<file path="src/rtl/sseg_scan_ctrl.sv">
// Scan and source controller for the 4-digit seven-segment display path.
// Generates the digit-multiplexing timebase with a blanking dead-time at the
// start of each slot, freezes the ALU operands at frame boundaries so the
// display never tears, and arbitrates between the ALU result and a timed
// message source.
module sseg_scan_ctrl #(
    parameter int SCAN_DIV  = 50000,
    parameter int BLANK_CYC = 1000,
    parameter int MSG_HOLD  = 100
) (
    input  logic        clk_i,
    input  logic        rst_n_i,
    input  logic [9:0]  a_val_i,
    input  logic        a_sign_i,
    input  logic        a_valid_i,
    input  logic        m_req_i,
    input  logic [15:0] m_val_i,
    output logic        m_ack_o,
    output logic        frame_tick_o,
    output logic [1:0]  dig_sel_o,
    output logic [3:0]  disp_en_o,
    output logic        src_o,
    output logic [9:0]  lat_val_o,
    output logic        lat_sign_o,
    output logic        lat_valid_o,
    output logic [15:0] lat_msg_o
);

    localparam int PW = (SCAN_DIV > 1) ? $clog2(SCAN_DIV) : 1;
    localparam int HW = (MSG_HOLD > 0) ? $clog2(MSG_HOLD + 1) : 1;

    localparam logic [PW-1:0] PRESC_LAST = PW'(SCAN_DIV - 1);
    localparam logic [PW-1:0] BLANK_END  = PW'(BLANK_CYC);
    localparam logic [HW-1:0] HOLD_INIT  = HW'(MSG_HOLD);
    localparam logic [HW-1:0] HOLD_LAST  = HW'(1);

    typedef enum logic {
        SHOW_ALU = 1'b0,
        SHOW_MSG = 1'b1
    } state_e;

    logic [PW-1:0] presc_q, presc_d;
    logic [1:0]    dig_q, dig_d;
    logic [3:0]    disp_en_q, disp_en_d;
    logic          frame_tick_q;
    logic          slot_end, frame_end;

    logic [9:0]    lat_val_q;
    logic          lat_sign_q, lat_valid_q;

    state_e        state_q;
    logic [HW-1:0] hold_q;
    logic          src_q, m_ack_q;
    logic [15:0]   lat_msg_q;

    // Next-cycle prescaler and digit, plus the enable pattern that goes with them
    always_comb begin
        slot_end  = (presc_q == PRESC_LAST);
        frame_end = slot_end && (dig_q == 2'd3);
        presc_d   = slot_end ? '0 : presc_q + 1'b1;
        dig_d     = slot_end ? dig_q + 2'd1 : dig_q;
        disp_en_d = 4'b1111;
        if (presc_d >= BLANK_END) begin
            case (dig_d)
                2'd0:    disp_en_d = 4'b1110;
                2'd1:    disp_en_d = 4'b1101;
                2'd2:    disp_en_d = 4'b1011;
                default: disp_en_d = 4'b0111;
            endcase
        end
    end

    // Scan timebase: prescaler, digit index, registered enables and frame tick
    always_ff @(posedge clk_i or negedge rst_n_i) begin
        if (!rst_n_i) begin
            presc_q      <= '0;
            dig_q        <= 2'd0;
            disp_en_q    <= 4'b1111;
            frame_tick_q <= 1'b0;
        end else begin
            presc_q      <= presc_d;
            dig_q        <= dig_d;
            disp_en_q    <= disp_en_d;
            frame_tick_q <= frame_end;
        end
    end

    // ALU operands are captured only on frame boundaries so a frame never tears
    always_ff @(posedge clk_i or negedge rst_n_i) begin
        if (!rst_n_i) begin
            lat_val_q   <= 10'd0;
            lat_sign_q  <= 1'b0;
            lat_valid_q <= 1'b0;
        end else if (frame_end) begin
            lat_val_q   <= a_val_i;
            lat_sign_q  <= a_sign_i;
            lat_valid_q <= a_valid_i;
        end
    end

    // Source arbitration FSM; a message stays up for MSG_HOLD frames after its last acceptance
    always_ff @(posedge clk_i or negedge rst_n_i) begin
        if (!rst_n_i) begin
            state_q   <= SHOW_ALU;
            hold_q    <= '0;
            src_q     <= 1'b0;
            m_ack_q   <= 1'b0;
            lat_msg_q <= 16'd0;
        end else begin
            m_ack_q <= 1'b0;
            if (frame_end) begin
                case (state_q)
                    SHOW_ALU: begin
                        if (m_req_i) begin
                            lat_msg_q <= m_val_i;
                            m_ack_q   <= 1'b1;
                            hold_q    <= HOLD_INIT;
                            src_q     <= 1'b1;
                            state_q   <= SHOW_MSG;
                        end else begin
                            src_q <= 1'b0;
                        end
                    end
                    default: begin
                        if (m_req_i) begin
                            lat_msg_q <= m_val_i;
                            m_ack_q   <= 1'b1;
                            hold_q    <= HOLD_INIT;
                        end else if (hold_q > HOLD_LAST) begin
                            hold_q <= hold_q - 1'b1;
                        end else begin
                            hold_q  <= '0;
                            src_q   <= 1'b0;
                            state_q <= SHOW_ALU;
                        end
                    end
                endcase
            end
        end
    end

    assign m_ack_o      = m_ack_q;
    assign frame_tick_o = frame_tick_q;
    assign dig_sel_o    = dig_q;
    assign disp_en_o    = disp_en_q;
    assign src_o        = src_q;
    assign lat_val_o    = lat_val_q;
    assign lat_sign_o   = lat_sign_q;
    assign lat_valid_o  = lat_valid_q;
    assign lat_msg_o    = lat_msg_q;

endmodule

</file>
<file path="config.mk">
export PLATFORM = sky130hd
export DESIGN_NAME = sseg_scan_ctrl
export DESIGN_NICKNAME = d
export VERILOG_FILES = /design/src/rtl/sseg_scan_ctrl.sv
export SDC_FILE = /design/constraint.sdc
export NUM_CORES = 1
export LEC_CHECK = 0
export BUFFER_PORTS_ARGS = -buffer_cell sky130_fd_sc_hd__buf_2
export CAP_MARGIN = 0
export CORE_UTILIZATION = 30
export CTS_CLUSTER_SIZE = 20
export DETAILED_ROUTE_END_ITERATION = 12
export SYNTH_ARGS = -nofsm -noshare
export SYNTH_HDL_FRONTEND = slang
export SYNTH_SLANG_ARGS = --single-unit
export TNS_END_PERCENT = 10
</file>
<file path="constraint.sdc">
create_clock -name clk_i -period 6.95 [get_ports clk_i]
set_clock_uncertainty 0.05 [all_clocks]
set_input_delay 0 -clock clk_i [delete_from_list [all_inputs] [get_ports clk_i]]
set_output_delay 0 -clock clk_i [all_outputs]
set_load 0.005 [all_outputs]
</file>
* Word-level counts from Yosys, hierarchy flattened
Index checks and enable logic that the tools add are counted.
** Storage, ports and cells
- Bits in registers :: 61
** Cells by class
- Mux-type cells :: 16
- Eq/ne operators :: 6
- Reduce and logical (&&, ||, !) cells :: 6
- Add/subtract/negate cells :: 3
- Order comparisons :: 2
** Operators by type and width (number)
- $mux W7 :: 4
- $add A16 B1 Y16 const B :: 1
- $eq A16 B16 Y1 const B :: 1
- $ge A16 B10 Y1 const B :: 1
- $mux W16 :: 1
- $pmux W4 S3 :: 1
- $mux W1 :: 8
- $gt A7 B1 Y1 const B :: 1
- $sub A7 B1 Y7 const B :: 1
- $eq A2 B2 Y1 const B :: 2
- $mux W4 :: 1
- $ne A2 B2 Y1 const B :: 2
- $reduce_and A2 Y1 :: 2
- $reduce_and A3 Y1 :: 1
- $add A2 B1 Y2 const B :: 1
- $eq A2 B1 Y1 const B :: 1
- $logic_not A2 Y1 :: 1
- $mux W2 :: 1
- $reduce_bool A2 Y1 :: 1
- $logic_and A1 B1 Y1 :: 1

* Logic depth before layout (Yosys ltp)
Gate-level depths: netlist of the first run.
- Depth in word-level cells :: 5
- Gate-level depth with buffers :: 8
- Depth with buffers taken out :: 8

* Worst setup path after synthesis of the first run
OpenSTA, ideal clock, no wires.
- Kind :: reg2reg
- From :: register presc_q[0]
- To :: register disp_en_q[0] (netlist: disp_en_o[0])
- Setup time :: 88 ps
- Slack :: 4737 ps
- Stages on the path, launching flop included :: 6
- Period minus slack after synthesis :: 2213 ps
- Arrival time :: 2075 ps
- Buffers on the path :: 0
- Cell sequence :: dfrtp_1 > ha_1 > nand3_1 > nor4_4 > mux2_2 > or3_1
** On the way
- Word-level cells in the longest chain between the ends :: 5
- Elaborated cells on any way between the ends :: 10
- Those cells by class :: add/sub (1); order compare (1); eq/ne (3); mux (4); reduce/logical (1)
** Ends and longest elaborated chain
- start: declaration :: RTL line 42 : logic [PW-1:0] presc_q, presc_d;
- start signal: assignment :: RTL line 81 : presc_q <= presc_d;
- $eq A16 B16 Y1 (*) :: RTL line 58 : slot_end = (presc_q == PRESC_LAST);
- $mux W2 (*) :: RTL line 61 : dig_d = slot_end ? dig_q + 2'd1 : dig_q;
- net dig_d[1] :: RTL line 43 : logic [1:0] dig_q, dig_d;
- $eq A2 B2 Y1 (tied with other cells) :: RTL line 64 : case (dig_d)
- $pmux W4 S3 (*) :: RTL line 64
- $mux W4 (*) :: RTL line 63 : if (presc_d >= BLANK_END) begin
- net disp_en_d[0] :: RTL line 44 : logic [3:0] disp_en_q, disp_en_d;
- end signal: assignment :: RTL line 83 : disp_en_q <= disp_en_d;
- end: declaration :: RTL line 44
The timed path passes the listed nets; every way through them passes the cells marked *.
A chain may end at the register's enable or synchronous reset.

* Worst setup path after layout of the first run
- From :: register presc_q[11]
- To :: register hold_q[4]
** On the way
- Word-level cells in the longest chain between the ends :: 3
** Ends and longest elaborated chain
- $eq A16 B16 Y1 :: RTL line 58
- $logic_and A1 B1 Y1 :: RTL line 59 : frame_end = slot_end && (dig_q == 2'd3);
- $reduce_and A2 Y1 (no source line)
- end signal: assignment :: RTL line 130 : hold_q <= hold_q - 1'b1;
- end: declaration :: RTL line 52 : logic [HW-1:0] hold_q;
Every way passes these cells.

==> results of run 1 <==
-- synth_stat cells, types with 6 or more instances --
master and count:
a21oi_1 6, dfrtp_1 57, inv_1 7, mux2_1 7, mux2_4 9, nand2_1 53
nand3_1 6, nor2_1 13, nor3_1 8, o21ai_0 17, or3_1 7, xor2_1 7
-- area by class of cell --
cell class	instances	area share [%]
inverter	7	0.706
sequential	61	41.1
clock buffer	12	4.17
multi-input combinational	184	32.1
tap	108	3.63
clock inverter	4	1.28
timing repair buffer	97	17.0
-- routing by layer --
| metal | GRT usage, % | routed length (um) |
|---|---|---|
| met1 | 16.7 | 2700 |
| met2 | 22.6 | 3110 |
| met3 | 3.90 | 257 |
| met4 | 6.89 | 178 |
| met5 | 0 | 0 |
-- how the worst max path moves through the flow --
| stage | to | slack [ps] |
|---|---|---|
| CTS | hold_q[4] | 4080 |
| global route | hold_q[4] | 3920 |
| detailed placement | hold_q[4] | 4080 |
| global placement | hold_q[4] | 4200 |
| finish | hold_q[4] | 4110 |
| floorplan | disp_en_o[0] | 4740 |
-- report_power, final --
part,internal [mW],total (mW),switching [mW]
sequential,0.356,0.357,0.000980
combinational,0.0186,0.0326,0.0139
clock,0.184,0.321,0.137
-- sequential cells by signal, summed over array words and instances, names as in the netlist --
signal        flops
dig_sel_o         2
disp_en_o         4
frame_tick_o      1
hold_q            7
lat_msg_o        16
lat_sign_o        1
lat_val_o        10
lat_valid_o       1
m_ack_o           1
presc_q          16
src_o             1
state_q           1
-- metrics by stage --
| stage | hold slack, ps | utilization [%] | instance area [sq um] | total power, mW |
|---|---|---|---|---|
| after detailed placement | 152 | 36.3 | 3230 | 0.384 |
| after global routing | 19.1 | 41.9 | 3720 | 0.740 |
| after global placement | 149 | 36.3 | 3230 | 0.384 |
| after CTS | 9.42 | 41.9 | 3720 | 0.722 |
| after floorplan | -346 | - | 2800 | 0.367 |
| final | 14.5 | 41.9 | 3720 | 0.711 |
-- cell families (layout without fill, tap and decap cells) --
kind of cell / count (synthesis) / count (layout)
flip-flops: 61 / 61
AO/OA/AOI/OAI: 33 / 33
buffers and inverters: 16 / 120
multiplexers: 18 / 18
AND/OR/NAND/NOR: 117 / 117
adder cells (fa/ha/maj): 4 / 4
XOR/XNOR: 12 / 12
-- repair_timing --
item	CTS	global route
hold buffers	29	0
hold endpoints to repair	85	0
setup endpoints to repair	0	0
==> metrics.md, run 1 <==
| Metric | Value |
|---|---|
| Fmax | 353 MHz |
| Starting density of the core | 31.5% |
| Flop-to-flop setup slack | roughly 4100 ps |
| Synth-to-layout area growth | 32.8% |
| Core outline area | 8890 sq um |
| DR pass1 iterations | 4 |
| Clock Path Buffers | 2 |
| Synth Instances | 261 |
| # resized after CTS | 0 |
| TritonCTS Sinks | 61 |
| 1st-iter DRT viols | 97 |
| WP data arrival | slightly above 3000 ps |
| Pwr Density | roughly 190 nW/um^2 |
| Cell family with most CP delay | simple AND/OR/NAND/NOR gates |
| CP max stage cell | nand3_1 |
| CP max FO | 26 |
| RSZ-0062 raised after global routing | no |
| Storage cell area | around 1500 sq um |
| Count of cell types in the netlist | 48 |
| Ys Warns | 0 |
| Most frequent cells in the layout | buf_2, dfrtp_1, nand2_1, dlygate4sd3_1, o21ai_0 |
| CP startpoint kind | flop |
| Layout Nets | just under 400 |
| Main area contributors after synthesis | dfrtp_1, nand2_1, mux2_4 |
| Reg2reg end | hold_q[4] |
| Vias in the first global route | 2167 |
| Post-CTS setup buffers | 0 |
| Overall Global Routing Usage | between 10% and 20% |
| Slew HR | 44.3% |
| Most used DFF post-synth | dfrtp_1 |
| Die Wd | approximately 99 um |
| DRC Markers | 0 |
| #FFs+latches synth | 61 |
| Placed Instances | ~430 |
| First-pass GRT wire length | approximately 10000 um |
| Final worst path period share | 40.8% |
| Tmin final | approximately 2800 ps |
| MaxCap Viol Count | 0 |
| Area of the multi-input gates | around 1200 sq um |
| Worst r2r src | presc_q[11] |
| Synth Area in Simple Gates | roughly 22% |
| Number of diodes | 0 |
| Post-synthesis compound-gate area fraction | between 6 and 7% |
| Hold_sp | m_req_i |
| Die Height | ~99 um |
| Adder-cell share of the synthesized area | between 1.5 and 2% |
| Final WS setup | ~4000 ps |
| RD Place Congestion | ~0.79 |
| Worst EP required | 7150 ps |
| Hold Violations, Final | 0 |
| LEAKAGE | between 1.5 and 2 nW |
| H-tree levels | 3 |
| Post-Synth XOR/XNOR Area | 3.75% |
| Syn_nets | 296 |
| Non-Filler Instances | around 470 |
| Fillers | 844 |
| Initial antenna violation count | 0 |
| Largest stage delay on the critical path | 640 ps |
| Worst-path clk slew | 70 ps |
| Cell mode on critical path | or3_1 |
| Full die area | about 10000 sq um |
| Count of input and output buffers | 67 |
| Status | complete, no violations |
| Synth Cell Area | 2800 sq um |
| Fin. max-slew vios | 0 |
| Final setup viols | 0 |
| Worst Hold End | m_ack_o |
| ANT nets after route | 0 |
| Avg Inst Size Synth | roughly 11 sq um |
| Detailed Place HPWL | 4100 um |
| EDFF count, synth | 0 |
| Worst-Skew Late Latency | around 340 ps |
| Crit. path cell count | 5 |
| Crit path capture type | flop |
| Crit Path Category | flop to flop |
| Largest family of logic cells by synthesized area | simple AND/OR/NAND/NOR gates |
| DR vias | between 2000 and 2500 |
| Mux contribution to synthesized area | 8.39% |
| Maximum vdd ir drop | ~0.077 mV |
| Vias per cell | around 4.8 |
| Wire per inst | about 13 um |
| Sequential-to-total area share from yosys stat | 54.6% |
| # rows | 34 |
| Largest net degree at the start of global routing | between 60 and 70 |
| Commonest non-fill, non-tap cell in the layout | buf_2 |
| I/O pin count | 68 |
| Share of cells above drive strength 1 | between 20 and 30% |
| Crit. Startpoint | presc_q[11] |
| CP Buf/Inv Count | 0 |
| Ys async rst share | 100% |
| CP Cell Sequence | or3_1, nor4_4, nand3_1, or3_1, o21ai_0 |
| CTS Root Cell | clkbuf_8 |
| R2R depth | 5 |
| Hold depth | 2 |
| Area leader, netlist | dfrtp_1 |
| CTS buffer count | 9 |
| Share of the synthesized area in the top cell type | between 50% and 60% |
| Hold crit path type | primary input to flop |
| Setup TNS Final | 0 ps |
| TritonCTS clock tree | built |
| Worst-Margin Slew | ~830 ps |
| Final wirelength | between 6000 and 7000 um |
| Overflow after GRT | 0 |
| Setup WS pre-CTS | ~4000 ps |
Power figures use the tool's default switching activity.
==> run 2, diff against run 1 <==
==> constraint.sdc (replaced) <==
create_clock -name clk_i -period 2.4 [get_ports clk_i]
set_clock_uncertainty 0.05 [all_clocks]
set_input_delay 0 -clock clk_i [delete_from_list [all_inputs] [get_ports clk_i]]
set_output_delay 0 -clock clk_i [all_outputs]
set_load 0.005 [all_outputs]
==> metrics.md, run 2 (same netlist as run 1, synthesis figures left out) <==
| Metric | Value |
|---|---|
| Status | complete, no violations |
| CP startpoint kind | flop |
| Placed Instances | about 440 |
| CP max FO | 17 |
| Final wirelength | around 6600 um |
| Worst EP required | roughly 2600 ps |
| Overflow after GRT | 0 |
| P_int | approximately 1.7 mW |
| TritonCTS clock tree | built |
| Share of cells above drive strength 1 | 32.9% |
| CP max stage cell | or3_4 |
| Wire per inst | 13.4 um |
| MaxCap Viol Count | 0 |
| Layout Nets | 410 |
| 1st-iter DRT viols | between 80 and 90 |
| CTS Root Cell | clkbuf_8 |
| Pwr Density | between 500 and 600 nW/um^2 |
| Largest net degree at the start of global routing | 50 |
| # rows | 34 |
| Net Switching | between 0.4 and 0.5 mW |
| WL met1 | about 2900 um |
| Number of diodes | 0 |
| CP Cell Sequence | or3_4, nor4_4, and3_1, nand2_4, mux2_1 |
| H-tree levels | 3 |
| Fmax | 440 MHz |
| CP Buf/Inv Count | 0 |
| Initial antenna violation count | 0 |
| Fin. max-slew vios | 0 |
| Synth-to-layout area growth | 38.7% |
| DR pass1 iterations | 4 |
| Clock Path Buffers | 2 |
| First-pass GRT wire length | between 10000 and 15000 um |
| I/O pin count | 68 |
| Setup TNS Final | 0 ps |
| Switching share of power | just over 20% |
| Metal3 WL | 201 um |
| Vias per cell | ~4.7 |
| Maximum vdd ir drop | about 0.24 mV |
| Die Wd | 98.7 um |
| Combinational Power Share | between 4 and 5% |
| DRC Markers | 0 |
| Worst-path clk slew | 60 ps |
| Largest stage delay on the critical path | around 450 ps |
| Detailed Place HPWL | 4350 um |
| Slew HR | 72.4% |
| Crit Path Category | flop to flop |
| Tmin final | approximately 2300 ps |
| Final worst path period share | 94.6% |
| Highest metal used | met4 |
| CTS buffer count | 9 |
| Worst-Skew Late Latency | ~340 ps |
| TritonCTS Sinks | 61 |
| Min Hold Slack | about 48 ps |
| Worst-Margin Slew | 412 ps |
| WL met2 | 3290 um |
| Final setup viols | 0 |
| Crit path capture type | flop |
| Core outline area | 8890 sq um |
| Die Height | 98.7 um |
| DR vias | approximately 2300 |
| Count of input and output buffers | 67 |
| Final Util | a little over two fifths |
| ANT nets after route | 0 |
| Reg power frac | 48.6% |
| LEAKAGE | around 1.9 nW |
| Most frequent cells in the layout | buf_2, dfrtp_1, nand2_1, dlygate4sd3_1, o21ai_0 |
| Commonest non-fill, non-tap cell in the layout | buf_2 |
| Overall Global Routing Usage | between 10% and 20% |
| RD Place Congestion | 0.880 |
| Non-Filler Instances | 488 |
| RSZ-0062 raised after global routing | no |
| WP data arrival | roughly 2400 ps |
| Cell family with most CP delay | simple AND/OR/NAND/NOR gates |
| Hold Violations, Final | 0 |
| Clk pwr share | between 40 and 50% |
| Starting density of the core | about a third |
| Hold crit path type | primary input to asynchronous set/reset pin |
| Full die area | around 10000 sq um |
| Vias in the first global route | 2313 |
| Post-CTS setup buffers | 0 |
==> run 2: cell count changes in the layout (fill, tap and decap cells not counted), sizes merged <==
| cell | previous run | this run |
|---|---|---|
| buf | 68 | 82 |
| clkbuf | 12 | 11 |
| clkinvlp | 1 | 0 |
| clkinv | 2 | 3 |
| dlygate4sd3 | 29 | 30 |
| bufinv | 1 | 2 |
==> run 2: what timing repair did <==
action / in CTS / in global routing
endpoints found under the setup margin: 0 / 10
hold endpoints to repair: 86 / 0
resized for setup: 0 / 4
hold buffers: 30 / 0
==> run 2: metrics by stage <==
stage	setup WS, ps	power, mW	area [sq um]
global route	7.60	2.23	3890
floorplan	187	1.06	2800
global placement	152	1.11	3350
detailed placement	86.2	1.11	3350
CTS	75.4	2.18	3860
finish	130	2.13	3890
==> run 2: routing by layer <==
layer,up-vias,global-route usage [%]
li1,1137,-
met1,1078,18.1
met2,39,23.3
met3,17,4.18
met4,0,7.23
met5,-,0
==> run 2: path summary, 6_finish.rpt <==
check	endpoint	cells past startpoint	start	slack [ps]
min in group clk_i	lat_val_o[7]	4	a_val_i[7]	350
worst min register to register	lat_val_o[4]	2	lat_val_o[4]	410
max in group asynchronous	disp_en_o[3]	3	rst_n_i	1640
worst min-delay path	lat_val_o[7]	2	rst_n_i	50
worst max-delay path	lat_msg_o[2]	5	presc_q[11]	130
worst max register to register	lat_msg_o[2]	5	presc_q[11]	130
==> run 2: power by group through the flow <==
stage	clock network [mW]	registers, mW	logic (mW)
floorplan	0	1.05	0.0112
global placement	0	1.05	0.0607
detailed placement	0	1.05	0.0625
CTS	1.04	1.03	0.100
global route	1.09	1.03	0.111
finish	0.995	1.03	0.0984
==> run 2: cell type report <==
class                   instances  area [sq um]
multi-input cells             184          1220
clock inverters                 5          75.1
flip-flops and latches         61          1530
inverters                       7          26.3
repair buffers                112           761
fillers                       858          5000
clock buffers                  11           141
well taps                     108           135
